==> config.mk <==
export PLATFORM = sky130hd
export DESIGN_NAME = dot_operand_loader
export DESIGN_NICKNAME = d
export VERILOG_FILES = /design/src/rtl/dot_operand_loader_pkg.sv /design/src/rtl/dot_operand_loader_operand_bank.sv /design/src/rtl/dot_operand_loader.sv
export SDC_FILE = /design/constraint.sdc
export NUM_CORES = 1
export LEC_CHECK = 0
export ABC_AREA = 0
export BUFFER_PORTS_ARGS = -buffer_cell sky130_fd_sc_hd__buf_2
export CAP_MARGIN = 20
export CORE_UTILIZATION = 35
export CTS_CLUSTER_SIZE = 28
export DETAILED_ROUTE_END_ITERATION = 12
export PLACE_DENSITY_LB_ADDON = 0.12
export SLEW_MARGIN = 20
export SYNTH_ARGS = -nofsm -noshare
export SYNTH_HDL_FRONTEND = slang
export SYNTH_SLANG_ARGS = --single-unit
==> constraint.sdc <==
create_clock -name clk -period 3.4 [get_ports clk]
set_clock_uncertainty 0.1 [all_clocks]
set_input_delay 0.34 -clock clk [delete_from_list [all_inputs] [get_ports clk]]
set_output_delay 0.34 -clock clk [all_outputs]
set_load 0.03 [all_outputs]
==> src/rtl/dot_operand_loader_pkg.sv <==
// Shared constants and state encoding for the dot-product operand loader.
package dot_pkg;

  localparam int unsigned N  = 10;
  localparam int unsigned W  = 4;
  localparam int unsigned CW = 8;

  typedef logic [0:0] state_t;

  localparam state_t LOAD = 1'b0;
  localparam state_t FULL = 1'b1;

endpackage

==> src/rtl/dot_operand_loader_operand_bank.sv <==
// N-entry register file of (x,y) operand pairs with indexed write and packed read-out.
module operand_bank #(
  parameter int unsigned N  = 10,
  parameter int unsigned W  = 4,
  parameter int unsigned IW = 4
) (
  input  logic            clk,
  input  logic            rst_n,
  input  logic            we,
  input  logic [IW-1:0]   widx,
  input  logic [W-1:0]    wx,
  input  logic [W-1:0]    wy,
  output logic [N*W-1:0]  x_vec,
  output logic [N*W-1:0]  y_vec
);

  logic [W-1:0] xr [N];
  logic [W-1:0] yr [N];

  // Decoded write keeps out-of-range indices from touching any entry.
  always_ff @(posedge clk or negedge rst_n) begin
    if (!rst_n) begin
      for (int unsigned i = 0; i < N; i++) begin
        xr[i] <= '0;
        yr[i] <= '0;
      end
    end else if (we) begin
      for (int unsigned i = 0; i < N; i++) begin
        if (IW'(i) == widx) begin
          xr[i] <= wx;
          yr[i] <= wy;
        end
      end
    end
  end

  always_comb begin
    x_vec = '0;
    y_vec = '0;
    for (int unsigned i = 0; i < N; i++) begin
      x_vec[i*W +: W] = xr[i];
      y_vec[i*W +: W] = yr[i];
    end
  end

endmodule

==> src/rtl/dot_operand_loader.sv <==
// Collects N streamed (x,y) pairs into a parallel vector and holds it until downstream accepts.
module dot_operand_loader #(
  parameter int unsigned N  = dot_pkg::N,
  parameter int unsigned W  = dot_pkg::W,
  parameter int unsigned CW = dot_pkg::CW
) (
  input  logic                 clk,
  input  logic                 rst_n,
  input  logic                 flush,
  input  logic                 in_valid,
  output logic                 in_ready,
  input  logic [W-1:0]         x_in,
  input  logic [W-1:0]         y_in,
  output logic                 vec_valid,
  input  logic                 vec_ready,
  output logic [N*W-1:0]       x_vec,
  output logic [N*W-1:0]       y_vec,
  output logic [$clog2(N)-1:0] fill_cnt,
  output logic [CW-1:0]        vec_cnt
);

  import dot_pkg::*;

  localparam int unsigned IW = $clog2(N);

  state_t state;
  logic   accept;
  logic   handoff;
  logic   last;

  always_comb begin
    in_ready  = (state == LOAD) & ~flush;
    vec_valid = (state == FULL);
    accept    = in_valid & in_ready;
    handoff   = vec_valid & vec_ready & ~flush;
    last      = (fill_cnt == IW'(N - 1));
  end

  // flush outranks both the accept and the handoff paths
  always_ff @(posedge clk or negedge rst_n) begin
    if (!rst_n) begin
      state    <= LOAD;
      fill_cnt <= '0;
      vec_cnt  <= '0;
    end else if (flush) begin
      state    <= LOAD;
      fill_cnt <= '0;
    end else if (accept) begin
      if (last) begin
        fill_cnt <= '0;
        state    <= FULL;
      end else begin
        fill_cnt <= fill_cnt + 1'b1;
      end
    end else if (handoff) begin
      state   <= LOAD;
      vec_cnt <= vec_cnt + 1'b1;
    end
  end

  operand_bank #(
    .N  (N),
    .W  (W),
    .IW (IW)
  ) u_bank (
    .clk   (clk),
    .rst_n (rst_n),
    .we    (accept),
    .widx  (fill_cnt),
    .wx    (x_in),
    .wy    (y_in),
    .x_vec (x_vec),
    .y_vec (y_vec)
  );

endmodule

; ---- Yosys cells after proc, flatten, opt, wreduce, memory -nomap -nowiden
; Cells that the tools add are included.
[totals]
register_bits = 93
out_inout_bits = 94
elab_cells = 65
[op_classes]
addsub = 2
n_eq_ne = 11
mux = 7
n_bitwise = 7
reduce_logical = 15
[op_table]
columns = operator, count
row1 = $reduce_and A2 Y1, 11
row2 = $eq A3 B4 Y1 const A, 4
row3 = $mux W4, 3
row4 = $add A8 B1 Y8 const B, 1
row5 = $eq A2 B4 Y1 const A, 2
row6 = $eq A4 B4 Y1 const A, 2
row7 = $add A4 B1 Y4 const B, 1
row8 = $and A1 B1 Y1, 4
row9 = $eq A1 B4 Y1 const A, 1
row10 = $eq A4 B4 Y1 const B, 1
row11 = $logic_not A4 Y1, 1
row12 = $mux W1, 4
row13 = $ne A3 B2 Y1 const B, 1
row14 = $not A1 Y1, 3
row15 = $reduce_and A3 Y1, 1
row16 = $reduce_bool A3 Y1, 1
row17 = $reduce_bool A2 Y1, 1

; ---- Depth between registers and ports, before layout
; Gate-level depths: netlist (run 1).
[depth]
depth_word = 5
mapped_depth = 5

; ---- Cells and area by module
; From an unflattened synthesis (run 1), not the netlist that was laid out.
[hier_totals]
hier_cells = 247
hier_area_um2 = 3771.1
[by_module_without_submodules]
columns = mod, n_inst, cells_per_inst, area_each_um2
row1 = operand_bank, 1, 187, 3119.2
row2 = dot_operand_loader, 1, 60, 651.9

; ---- Worst setup path after synthesis (run 1)
; Ideal clock, no wire load.
[synth_path]
path_kind = reg2reg
start = register state, in the netlist vec_valid
end = register u_bank.xr, in the netlist u_bank.x_vec[20]
arrival_time_ps = 1544
required_time_ps = 3175
slack_ps = 1631
stages_incl_launch_ff = 6
path_buffers = 2
synth_period_minus_slack_ps = 1769
cell_sequence = dfrtp_1 > buf_2 > and3b_1 > buf_4 > nand3_2 > mux2_2
[synth_between]
elab_chain_len = 4
[synth_lines]
columns = item, line
row1 = from (decl), dot_operand_loader.sv:26  ; state_t state;
row2 = from (signal assigned), dot_operand_loader.sv:42  ; state <= LOAD;
row3 = from (signal assigned), dot_operand_loader.sv:46  ; state <= LOAD;
row4 = from (signal assigned), dot_operand_loader.sv:51  ; state <= FULL;
row5 = $not A1 Y1, dot_operand_loader.sv:32  ; in_ready = (state == LOAD) & ~flush;
row6 = $and A1 B1 Y1, dot_operand_loader.sv:32
row7 = $and A1 B1 Y1, dot_operand_loader.sv:34  ; accept = in_valid & in_ready;
row8 = $reduce_and A2 Y1 (no line), n/a
row9 = "to (signal, indexed assignment)", dot_operand_loader_operand_bank.sv:30  ; xr[i] <= wx;
row10 = to (decl), dot_operand_loader_operand_bank.sv:17  ; logic [W-1:0] xr [N];
; No other way between the ends.
; A chain may end at the register's enable or synchronous reset.

; ---- Worst setup path after layout (run 1)
[layout_path]
start = register fill_cnt[2]
end = register u_bank.yr, in the netlist u_bank.y_vec[25]
[layout_between]
elab_chain_len = 2
[layout_lines]
columns = item, line
row1 = from (decl), dot_operand_loader.sv:18  ; output logic [$clog2(N)-1:0] fill_cnt,
row2 = from (signal assigned), dot_operand_loader.sv:53  ; fill_cnt <= fill_cnt + 1'b1;
row3 = $eq A3 B4 Y1, dot_operand_loader_operand_bank.sv:29  ; if (IW'(i) == widx) begin
row4 = $reduce_and A2 Y1 (no line), n/a
row5 = "to (signal, indexed assignment)", dot_operand_loader_operand_bank.sv:31  ; yr[i] <= wy;
row6 = to (decl), dot_operand_loader_operand_bank.sv:18  ; logic [W-1:0] yr [N];
; No other way between the ends.

==> results of run 1 <==
## layout make-up
type                    count  area, sq um  area share (%)
clock buffers               9        123.9           2.699
clock inverters             5        77.57           1.690
inverters                   2        7.507          0.1636
multi-input cells         135         1325           28.87
flip-flops and latches     93         2327           50.71
well taps                 136        170.2           3.708
repair buffers            109        558.0           12.16
## power breakdown
group	switching, uW	internal [uW]	total (uW)
Clock	373	404	777
Sequential	64.6	1230	1290
Combinational	388	186	574
## worst paths after layout
| kind | depth (start not counted) | slack [ns] | startpoint | to |
|---|---|---|---|---|
| max reg2reg | 3 | 1.55 | fill_cnt[2]$_DFFE_PN0P_ | u_bank.y_vec[25]$_DFFE_PN0P_ |
| min | 2 | 0.13 | vec_ready | vec_valid$_DFFE_PN0P_ |
| max | 3 | 1.55 | fill_cnt[2]$_DFFE_PN0P_ | u_bank.y_vec[25]$_DFFE_PN0P_ |
| max in group asynchronous | 3 | 1.94 | rst_n | u_bank.y_vec[18]$_DFFE_PN0P_ |
| min in group asynchronous | 2 | 0.52 | rst_n | u_bank.x_vec[34]$_DFFE_PN0P_ |
| min reg2reg | 1 | 0.37 | vec_cnt[7]$_DFFE_PN0P_ | vec_cnt[7]$_DFFE_PN0P_ |
## logic make-up (layout without fill, tap and decap cells)
kind of cell / count (synthesis) / after routing / synth area share [%]
AOI/OAI and AO/OA: 6 / 6 / 1.010
xor gates and xnor gates: 8 / 8 / 1.885
adders and majority gates: 1 / 1 / 0.3365
buffers and inverters: 15 / 125 / 1.750
DFF: 93 / 93 / 62.61
muxes: 81 / 81 / 24.54
and+or+nand+nor: 39 / 39 / 7.877
## metrics by stage
stage / worst slack (ns) / std cells
2_1_floorplan: 1.631 / 243
3_3_place_gp: 1.609 / 474
3_5_place_dp: 1.554 / 474
4_1_cts: 1.535 / 489
5_1_grt: 1.454 / 489
6_report: 1.552 / 489
## cells in the final DEF, fill, tap and decap left out, types with 4 or more instances in the layout
cell type | Yosys | routed
sky130_fd_sc_hd__buf_2 | 4 | 105
sky130_fd_sc_hd__dfrtp_1 | 93 | 93
sky130_fd_sc_hd__mux2_2 | 79 | 79
sky130_fd_sc_hd__clkbuf_8 | 0 | 9
sky130_fd_sc_hd__nand3_2 | 8 | 8
sky130_fd_sc_hd__xnor2_1 | 5 | 5
sky130_fd_sc_hd__nor2_1 | 4 | 4
sky130_fd_sc_hd__nand3_1 | 4 | 4
## layer usage
layer / wire length [um] / global-route usage, % / up-vias
li1: - / - / 1071
met1: 4058 / 22.92 / 1212
met2: 4045 / 25.97 / 64
met3: 478 / 5.989 / 4
met4: 49 / 4.225 / 0
met5: 0 / 0 / -
## worst max-delay path, cell delays in order, from the launching register on
cell and delay, ns:
sky130_fd_sc_hd__dfrtp_1 0.48, sky130_fd_sc_hd__nor2b_1 0.46, sky130_fd_sc_hd__nand3_2 0.34, sky130_fd_sc_hd__mux2_2 0.36
## flip-flops by register name, indices dropped and copies added (netlist names)
signal	cells
fill_cnt	4
u_bank.x_vec	40
u_bank.y_vec	40
vec_cnt	8
vec_valid	1
==> run metrics, run 1 <==
outcome completed; Fill cells 990; Via density 4.808; Total Negative Setup Slacks 0 ns; area of the mapped netlist 3717 sq um; leading post-synthesis cells by cell area sky130_fd_sc_hd__dfrtp_1, sky130_fd_sc_hd__mux2_2, sky130_fd_sc_hd__nand3_2; area of the placeable core 10320 sq um; Worst setup EP type register; number of enable-type register cells in the synthesized netlist 0; Yosys top cell by area sky130_fd_sc_hd__dfrtp_1; worst voltage drop across the vdd grid 0.2223 mV; post-layout net count 364; sequential fraction of the synthesis area 62.61%; unrepaired setup endpoints after global routing no; Die ar. 11040 sq um; arrival time at the worst endpoint 1.99 ns; root buffer cell sky130_fd_sc_hd__clkbuf_8; pin slew with the least headroom to its limit 0.7896 ns; clock buffer depth 2; detailed router's first-iteration violation count 57; power density over cell area 575.7 nW/um^2; required time of the critical path 3.54 ns; postcts setup bufs 0; standard-cell row count 37; Post-CTS Resized 0; count of inserted antenna diode cells 0; maximum level of the CTS H-tree 3; final hold viol count 0; maxcap violations 0; most frequently used flop master after synthesis sky130_fd_sc_hd__dfrtp_1; final-layout worst hold slack 0.1287 ns; yosys warns 0; Layout area overhead 23.46%; syn_nets 257; Detailed Place HPWL 5.794 mm; share of post-route cells with drive strength above 1 60.62%; cells after synthesis 243; max-slew violation count 0; TritonCTS clock tree done; total wire length 8.632 mm; post-route clock period utilization 54.36%; remaining antenna violation count after routing 0; top cells by instance count after synthesis sky130_fd_sc_hd__dfrtp_1, sky130_fd_sc_hd__mux2_2, sky130_fd_sc_hd__buf_1, sky130_fd_sc_hd__nand3_2, sky130_fd_sc_hd__xnor2_1; clock latency on the worst-skew pair 0.34 ns; vias in the first global route 2443; top-count cell post-synth sky130_fd_sc_hd__dfrtp_1; global route total overflow 0; number of buffer cells added on primary ports 106; die extent in y 105.1 um; post-detailed-placement cell area 4378 sq um; io pins 107; relative slew slack 47.36%; crit-path max FO 8; number of unique standard cell types used by synthesis 30; Hold-fix buffers, CTS 1; DRC violation count after routing 0; WL per Instance 17.65 um; Final Critical Period 1.848 ns; core utilization of the finished layout 44.46%; type of the setup path with the least slack register to register; total of flip-flops plus latches after synthesis 93; total number of clock tree sinks 93; wire length of the first global-routing pass 13.92 mm; Hold Crit Class input port to register; overall via count from detail_route 2351; Static Leakage 0.002484 uW; category of the worst setup path launch point register; post-route design area 4589 sq um; Clock Pin Slew Worst Setup and Hold Paths 0.09 ns; first-pass iteration count of the detailed router 5; timing-limited maximum frequency 541.0 MHz; last weighted congestion value of the routability-driven placer 0.7636; total global-route track usage 16.96%; final setup violating endpoints 0; Synth top area share 62.61%; Tot Pwr 2642 uW; effective utilization at floorplan 36.01%; initial antenna violation count 0; average cell area after synthesis 15.30 sq um; number of CTS-inserted buffers 9; floorplan die width 105.1 um; maximum number of pins on one net before global-route repair 63; Post-synth ARST share 100.0%
(Power assumes the default switching activity.)
==> inputs of run 2 (changes only) <==
--- a/config.mk
+++ b/config.mk
@@ -5,7 +5,7 @@
 export SDC_FILE = /design/constraint.sdc
 export NUM_CORES = 1
 export LEC_CHECK = 0
-export ABC_AREA = 0
+export ABC_AREA = 1
 export BUFFER_PORTS_ARGS = -buffer_cell sky130_fd_sc_hd__buf_2
 export CAP_MARGIN = 20
 export CORE_UTILIZATION = 35
==> constraint.sdc (replaced) <==
create_clock -name clk -period 1.55 [get_ports clk]
set_clock_uncertainty 0.1 [all_clocks]
set_input_delay 0.155 -clock clk [delete_from_list [all_inputs] [get_ports clk]]
set_output_delay 0.155 -clock clk [all_outputs]
set_load 0.03 [all_outputs]
==> run metrics, run 2 <==
total global-route track usage 18.17% (was 16.96%); Synth top area share 62.25% (was 62.61%); met2 track demand over resource in global routing 28.43% (was 25.97%); CP peak stage delay 0.46 ns (was 0.48 ns); number of enable-type register cells in the synthesized netlist 0 (unchanged); final-layout worst hold slack 0.1156 ns (was 0.1287 ns); remaining antenna violation count after routing 0 (unchanged); number of buffer cells added on primary ports 106 (unchanged); leading cell types in the layout, fill and taps excluded sky130_fd_sc_hd__nand2_1, sky130_fd_sc_hd__buf_2, sky130_fd_sc_hd__dfrtp_1 (was sky130_fd_sc_hd__buf_2, sky130_fd_sc_hd__dfrtp_1, sky130_fd_sc_hd__mux2_2); effective utilization at floorplan 36.21% (was 36.01%); count of inserted antenna diode cells 0 (unchanged); initial antenna violation count 0 (unchanged); maximum number of pins on one net before global-route repair 35 (was 63); syn_nets 401 (was 257); Via density 4.634 (was 4.808); cell family with the largest share of critical-path delay flip-flops (was simple AND/OR/NAND/NOR gates); sequential fraction of the synthesis area 62.25% (was 62.61%); required time of the critical path 1.29 ns (was 3.54 ns); fraction of met3 tracks used by global routing 4.082% (was 5.989%); average cell area after synthesis 9.660 sq um (was 15.30 sq um); outcome completed (unchanged); TritonCTS clock tree done (unchanged); core utilization of the finished layout 45.90% (was 44.46%); total wire length 9.659 mm (was 8.632 mm); worst hold stages 4 (was 2); area of the placeable core 10320 sq um (unchanged); max-slew violation count 0 (unchanged); DRC violation count after routing 0 (unchanged); startpoint of the worst hold path flush (was vec_ready); post-route clock period utilization 92.22%; cell-by-cell trace of the critical path nor2_4 -> buf_2 (was nor2b_1 -> nand3_2 -> mux2_2); clock latency on the worst-skew pair 0.35 ns (was 0.34 ns); reg2reg end u_bank.x_vec[17]$_DFFE_PN0P_ (was u_bank.y_vec[25]$_DFFE_PN0P_); detailed router's first-iteration violation count 198 (was 57); FF-to-FF setup slack 0.12 ns (was 1.55 ns); root buffer cell sky130_fd_sc_hd__clkbuf_8 (unchanged); Hold Crit Class input port to register (unchanged); switching power total 1946 uW (was 825.6 uW); area of the mapped netlist 3739 sq um (was 3717 sq um); Flop pwr share 48.0% (was 48.8%); total of flip-flops plus latches after synthesis 93 (unchanged); power density over cell area 1254 nW/um^2 (was 575.7 nW/um^2); overall via count from detail_route 3012 (was 2351); Fill cells 1063 (was 990); Internal Dissipation 3996 uW (was 1816 uW); number of CTS-inserted buffers 9 (unchanged); global routing met1 resource utilization 24.83% (was 22.92%); pin slew with the least headroom to its limit 0.4971 ns (was 0.7896 ns); Die ar. 11100 sq um (was 11040 sq um); cell depth of the worst flop-to-flop path 6 (was 3); leading post-synthesis cells by cell area sky130_fd_sc_hd__dfrtp_1, sky130_fd_sc_hd__nand2_1, sky130_fd_sc_hd__o21ai_1 (was sky130_fd_sc_hd__dfrtp_1, sky130_fd_sc_hd__mux2_2, sky130_fd_sc_hd__nand3_2); io pins 107 (unchanged); total number of cells along the worst setup path 2 (was 3); relative slew slack 66.83% (was 47.36%); number of unique standard cell types used by synthesis 20 (was 30); Worst setup EP type output port (was register); clock group share of total power 29.4% (about the same); Detailed Place HPWL 6.626 mm (was 5.794 mm); clock buffer depth 2 (unchanged); switching part of the total 32.75% (was 31.25%); Clock Pin Slew Worst Setup and Hold Paths 0.09 ns (about the same); Worst Hold End fill_cnt[0]$_DFFE_PN0P_ (was vec_valid$_DFFE_PN0P_); post-layout net count 523 (was 364); maxcap violations 0 (unchanged); top cells by instance count after synthesis sky130_fd_sc_hd__nand2_1, sky130_fd_sc_hd__dfrtp_1, sky130_fd_sc_hd__o21ai_1 (was sky130_fd_sc_hd__dfrtp_1, sky130_fd_sc_hd__mux2_2, sky130_fd_sc_hd__buf_1, sky130_fd_sc_hd__nand3_2, sky130_fd_sc_hd__xnor2_1); Post-synth ARST share 100.0% (unchanged); worst voltage drop across the vdd grid 0.5331 mV (was 0.2223 mV); placed cell count 625 (was 474); floorplan die width 105.4 um (was 105.1 um); total number of clock tree sinks 93 (unchanged); wire length of the first global-routing pass 15.32 mm (was 13.92 mm); final setup violating endpoints 0 (unchanged); final hold viol count 0 (unchanged); final non-filler cell total 650 (was 489); WL per Instance 14.86 um (was 17.65 um); type of the setup path with the least slack register to output port (was register to register); postcts setup bufs 0 (unchanged); top-count cell post-synth sky130_fd_sc_hd__nand2_1 (was sky130_fd_sc_hd__dfrtp_1); share of power burned in combinational logic 22.5% (was 21.7%); last weighted congestion value of the routability-driven placer 0.8442 (was 0.7636); maximum level of the CTS H-tree 3 (unchanged); vias in the first global route 2840 (was 2443); cells after synthesis 387 (was 243); Static Leakage 0.002669 uW (was 0.002484 uW); arrival time at the worst endpoint 1.17 ns (was 1.99 ns); Max stage delay cell, worst path sky130_fd_sc_hd__dfrtp_2 (was sky130_fd_sc_hd__dfrtp_1); global route total overflow 0 (unchanged); Layout area overhead 26.74% (was 23.46%); category of the worst setup path launch point register (unchanged); first-pass iteration count of the detailed router 4 (was 5); most crowded layer after global routing met2 (unchanged); Final Critical Period 1.429 ns; reg-to-reg critical path startpoint fill_cnt[3]$_DFFE_PN0P_ (was fill_cnt[2]$_DFFE_PN0P_); unrepaired setup endpoints after global routing no (unchanged); standard-cell row count 37 (unchanged); Yosys top cell by area sky130_fd_sc_hd__dfrtp_1 (unchanged); most frequently used flop master after synthesis sky130_fd_sc_hd__dfrtp_1 (unchanged); worst path buffer plus inverter count 1 (was 0); timing-limited maximum frequency 699.6 MHz; share of post-route cells with drive strength above 1 28.21% (was 60.62%); most common library cell in the layout ignoring fill and taps sky130_fd_sc_hd__nand2_1 (was sky130_fd_sc_hd__buf_2); crit-path max FO 6 (was 8); die extent in y 105.4 um (was 105.1 um); yosys warns 0 (unchanged)
run 2: layout make-up:
| class | instances | area, sq um | area share (%) |
|---|---|---|---|
| inverter | 25 | 106.4 | 2.245 |
| tap | 136 | 170.2 | 3.591 |
| sequential | 93 | 2328 | 49.14 |
| clock buffer | 14 | 182.7 | 3.855 |
| multi-input combinational | 259 | 1219 | 25.72 |
| clock inverter | 2 | 38.79 | 0.8186 |
| timing repair buffer | 121 | 693.2 | 14.63 |
run 2: cells by family (layout without fill, tap and decap cells):
logic type	after synthesis	in the layout	share of synthesized area, %
buffers and inverters	35	162	5.489
AND/OR/NAND/NOR	168	168	19.55
XOR/XNOR	3	3	0.7029
flip-flops	93	93	62.25
AO/OA/AOI/OAI	87	87	11.68
adder cells (fa/ha/maj)	1	1	0.3346
run 2: what timing repair did:
item | 4_1_cts | 5_1_grt
hold buffers | 9 | 0
setup endpoints to repair | 0 | 4
gates resized for setup | 0 | 2
hold endpoints to repair | 101 | 0
run 2: how the worst max path moves through the flow:
stage / from / endpoint
final: vec_valid$_DFFE_PN0P_ / in_ready
after floorplan: vec_valid$_DFFE_PN0P_ / u_bank.y_vec[38]$_DFFE_PN0P_
after global routing: fill_cnt[3]$_DFFE_PN0P_ / u_bank.x_vec[5]$_DFFE_PN0P_
after global placement: fill_cnt[2]$_DFFE_PN0P_ / u_bank.x_vec[33]$_DFFE_PN0P_
after CTS: vec_valid$_DFFE_PN0P_ / in_ready
after detailed placement: vec_valid$_DFFE_PN0P_ / u_bank.y_vec[23]$_DFFE_PN0P_
run 2: power by group through the flow:
stage	logic [uW]	registers [uW]	clock network [uW]
after CTS	1360	2860	1810
after global routing	1450	2890	1890
after floorplan	305	3450	0
after global placement	1330	2900	0
after detailed placement	1340	2900	0
final	1340	2850	1750
run 2: through the flow:
| stage | area [sq um] | total power [uW] | setup slack [ns] | TNS (ns) |
|---|---|---|---|---|
| after CTS | 4731 | 6021 | 0.09924 | 0 |
| final | 4738 | 5942 | 0.1205 | 0 |
| after floorplan | 3752 | 3755 | -0.006953 | -0.04945 |
| after global routing | 4738 | 6232 | 0.0008239 | 0 |
| after global placement | 4419 | 4224 | 0.1459 | 0 |
| after detailed placement | 4419 | 4241 | 0.1025 | 0 |
run 2: metal layers:
layer	vias up	routed length, um
met2	85	4565
met4	0	117
met5	-	0
met1	1434	4421
met3	10	555
li1	1483	-
run 2: tightest hold or removal path, delay by kind of cell:
family,cells,cell delay [ns]
AO/OA/AOI/OAI,2,0.17
buffers and inverters,1,0.14
AND/OR/NAND/NOR,1,0.06
==> inputs of run 3 (changes only) <==
--- a/config.mk
+++ b/config.mk
@@ -8,9 +8,11 @@
 export ABC_AREA = 1
 export BUFFER_PORTS_ARGS = -buffer_cell sky130_fd_sc_hd__buf_2
 export CAP_MARGIN = 20
+export CORE_ASPECT_RATIO = 1.25
 export CORE_UTILIZATION = 35
 export CTS_CLUSTER_SIZE = 28
 export DETAILED_ROUTE_END_ITERATION = 12
+export HOLD_SLACK_MARGIN = 0.03
 export PLACE_DENSITY_LB_ADDON = 0.12
 export SLEW_MARGIN = 20
 export SYNTH_ARGS = -nofsm -noshare
==> run metrics, run 3 (synthesis gave the netlist of run 2 again) <==
outcome completed (unchanged); effective utilization at floorplan 36.44% (was 36.21%); global route total overflow 0 (unchanged); crit-path max FO 16 (was 6); final setup violating endpoints 0 (unchanged); most common library cell in the layout ignoring fill and taps sky130_fd_sc_hd__nand2_1 (unchanged); max-slew violation count 0 (unchanged); root buffer cell sky130_fd_sc_hd__clkbuf_16 (was sky130_fd_sc_hd__clkbuf_8); worst hold stages 4 (unchanged); standard-cell row count 41 (was 37); FF-to-FF setup slack 0.08 ns (was 0.12 ns); final non-filler cell total 642 (was 650); Fill cells 1048 (was 1063); detailed router's first-iteration violation count 163 (was 198); reg-to-reg critical path startpoint fill_cnt[2]$_DFFE_PN0P_ (was fill_cnt[3]$_DFFE_PN0P_); maximum level of the CTS H-tree 3 (unchanged); Die ar. 11100 sq um (about the same); type of the setup path with the least slack register to register (was register to output port); Layout area overhead 28.08% (was 26.74%); clock buffer depth 2 (unchanged); number of buffer cells added on primary ports 106 (unchanged); worst voltage drop across the vdd grid 0.5937 mV (was 0.5331 mV); overall via count from detail_route 2985 (was 3012); Tot Pwr 6333 uW (was 5942 uW); total number of clock tree sinks 93 (unchanged); maxcap violations 0 (unchanged); met2 track demand over resource in global routing 27.58% (was 28.43%); placed cell count 617 (was 625); fraction of met3 tracks used by global routing 2.972% (was 4.082%); reg2reg end u_bank.x_vec[0]$_DFFE_PN0P_ (was u_bank.x_vec[17]$_DFFE_PN0P_); most crowded layer after global routing met2 (unchanged); post-layout net count 522 (was 523); Detailed Place HPWL 6.425 mm (was 6.626 mm); total global-route track usage 17.61% (was 18.17%); share of post-route cells with drive strength above 1 28.85% (was 28.21%); global routing met1 resource utilization 23.82% (was 24.83%); last weighted congestion value of the routability-driven placer 0.7749 (was 0.8442); unrepaired setup endpoints after global routing yes (was no); timing-limited maximum frequency 678.9 MHz (was 699.6 MHz); least setup slack across all paths after layout 0.07702 ns (was 0.1205 ns); pin slew with the least headroom to its limit 0.5271 ns (was 0.4971 ns); floorplan die width 94.44 um (was 105.4 um); category of the worst setup path launch point register (unchanged); count of inserted antenna diode cells 0 (unchanged); Static Leakage 0.002693 uW (was 0.002669 uW); pre-CTS setup slack 0.1200 ns (was 0.1025 ns); power density over cell area 1323 nW/um^2 (was 1254 nW/um^2); Via density 4.650 (was 4.634); Hold Crit Class input port to register (unchanged); io pins 107 (unchanged); required time of the critical path 1.65 ns (was 1.29 ns); number of CTS-inserted buffers 9 (unchanged); first-pass iteration count of the detailed router 4 (unchanged); relative slew slack 64.82% (was 66.83%); final hold viol count 0 (unchanged); startpoint of the worst hold path flush (unchanged); vias in the first global route 2762 (was 2840); Worst Hold End fill_cnt[0]$_DFFE_PN0P_ (unchanged); remaining antenna violation count after routing 0 (unchanged); leading cell types in the layout, fill and taps excluded sky130_fd_sc_hd__nand2_1, sky130_fd_sc_hd__buf_2, sky130_fd_sc_hd__dfrtp_1 (unchanged); post-route clock period utilization 95.03% (was 92.22%); wire length of the first global-routing pass 14.71 mm (was 15.32 mm); TritonCTS clock tree done (unchanged); arrival time at the worst endpoint 1.57 ns (was 1.17 ns); clock latency on the worst-skew pair 0.33 ns (was 0.35 ns); maximum number of pins on one net before global-route repair 94 (was 35); initial antenna violation count 0 (unchanged); WL per Instance 14.55 um (was 14.86 um); Final Critical Period 1.473 ns (was 1.429 ns); total wire length 9.340 mm (was 9.659 mm); area of the placeable core 10260 sq um (was 10320 sq um); DRC violation count after routing 0 (unchanged); Worst setup EP type register (was output port); cell depth of the worst flop-to-flop path 6 (unchanged); die extent in y 117.6 um (was 105.4 um); Clock Pin Slew Worst Setup and Hold Paths 0.06 ns (was 0.09 ns)
run 3: changes by cell type in the layout (fill, tap and decap cells not counted), moves of 2 or more:
cell	before	now
sky130_fd_sc_hd__nor2_1	15	12
sky130_fd_sc_hd__nor2_2	3	6
sky130_fd_sc_hd__clkbuf_16	0	9
sky130_fd_sc_hd__clkbuf_8	13	4
sky130_fd_sc_hd__clkinv_2	0	2
run 3: critical path: stages (launching register included):
cell and delay (ns):
sky130_fd_sc_hd__dfrtp_1 0.44, sky130_fd_sc_hd__inv_1 0.14, sky130_fd_sc_hd__nand2_1 0.16, sky130_fd_sc_hd__nor2_1 0.21, sky130_fd_sc_hd__nand2_4 0.15, sky130_fd_sc_hd__nand2_1 0.09, sky130_fd_sc_hd__o21ai_1 0.06
run 3: stage by stage:
step                      hold WS, ns   TNS, ns  util, %  cell area [sq um]
after global placement         0.1520         0    42.79               4390
after floorplan               -0.2406  -0.04945        -               3752
final                          0.1326         0    46.67               4788
after detailed placement       0.1466         0    42.79               4390
after CTS                      0.1194         0    46.57               4778
after global routing           0.1574  -0.02752    46.67               4788
run 3: where the power goes:
group / leakage [uW] / total [uW] / switching [uW] / internal (uW)
Sequential: 0.00125 / 2870 / 163 / 2700
Combinational: 0.00130 / 1330 / 964 / 365
Clock: 0.000148 / 2140 / 881 / 1260
Total: 0.00269 / 6330 / 2010 / 4330
run 3: final cells by class:
| type | count | area, sq um | share of cell area, % |
|---|---|---|---|
| Tap cell | 129 | 161.4 | 3.371 |
| Multi-Input combinational cell | 259 | 1226 | 25.61 |
| Timing Repair Buffer | 120 | 673.1 | 14.06 |
| Sequential cell | 93 | 2328 | 48.63 |
| Clock buffer | 13 | 280.3 | 5.853 |
| Inverter | 25 | 101.3 | 2.117 |
| Clock inverter | 3 | 17.52 | 0.3658 |
run 3: how the worst max path moves through the flow:
stage,start,cells after the start,end,slack (ns)
after floorplan,vec_valid$_DFFE_PN0P_,7,u_bank.y_vec[38]$_DFFE_PN0P_,-0.007
after global placement,fill_cnt[2]$_DFFE_PN0P_,6,u_bank.x_vec[14]$_DFFE_PN0P_,0.15
after detailed placement,vec_valid$_DFFE_PN0P_,6,u_bank.y_vec[36]$_DFFE_PN0P_,0.12
after CTS,fill_cnt[2]$_DFFE_PN0P_,6,u_bank.y_vec[15]$_DFFE_PN0P_,0.1
after global routing,fill_cnt[2]$_DFFE_PN0P_,6,u_bank.y_vec[2]$_DFFE_PN0P_,-0.02
final,fill_cnt[2]$_DFFE_PN0P_,6,u_bank.x_vec[0]$_DFFE_PN0P_,0.08
run 3: timing repair:
action | CTS | global route
setup buffers | 0 | 0
hold endpoints to repair | 101 | 0
hold buffers | 9 | 0
resized for setup | 0 | 4
endpoints found under the setup margin | 0 | 14
run 3: layer usage:
layer	vias up	wire, um
met1	1408	4215
li1	1495	-
met4	0	169
met5	-	0
met3	12	435
met2	70	4520
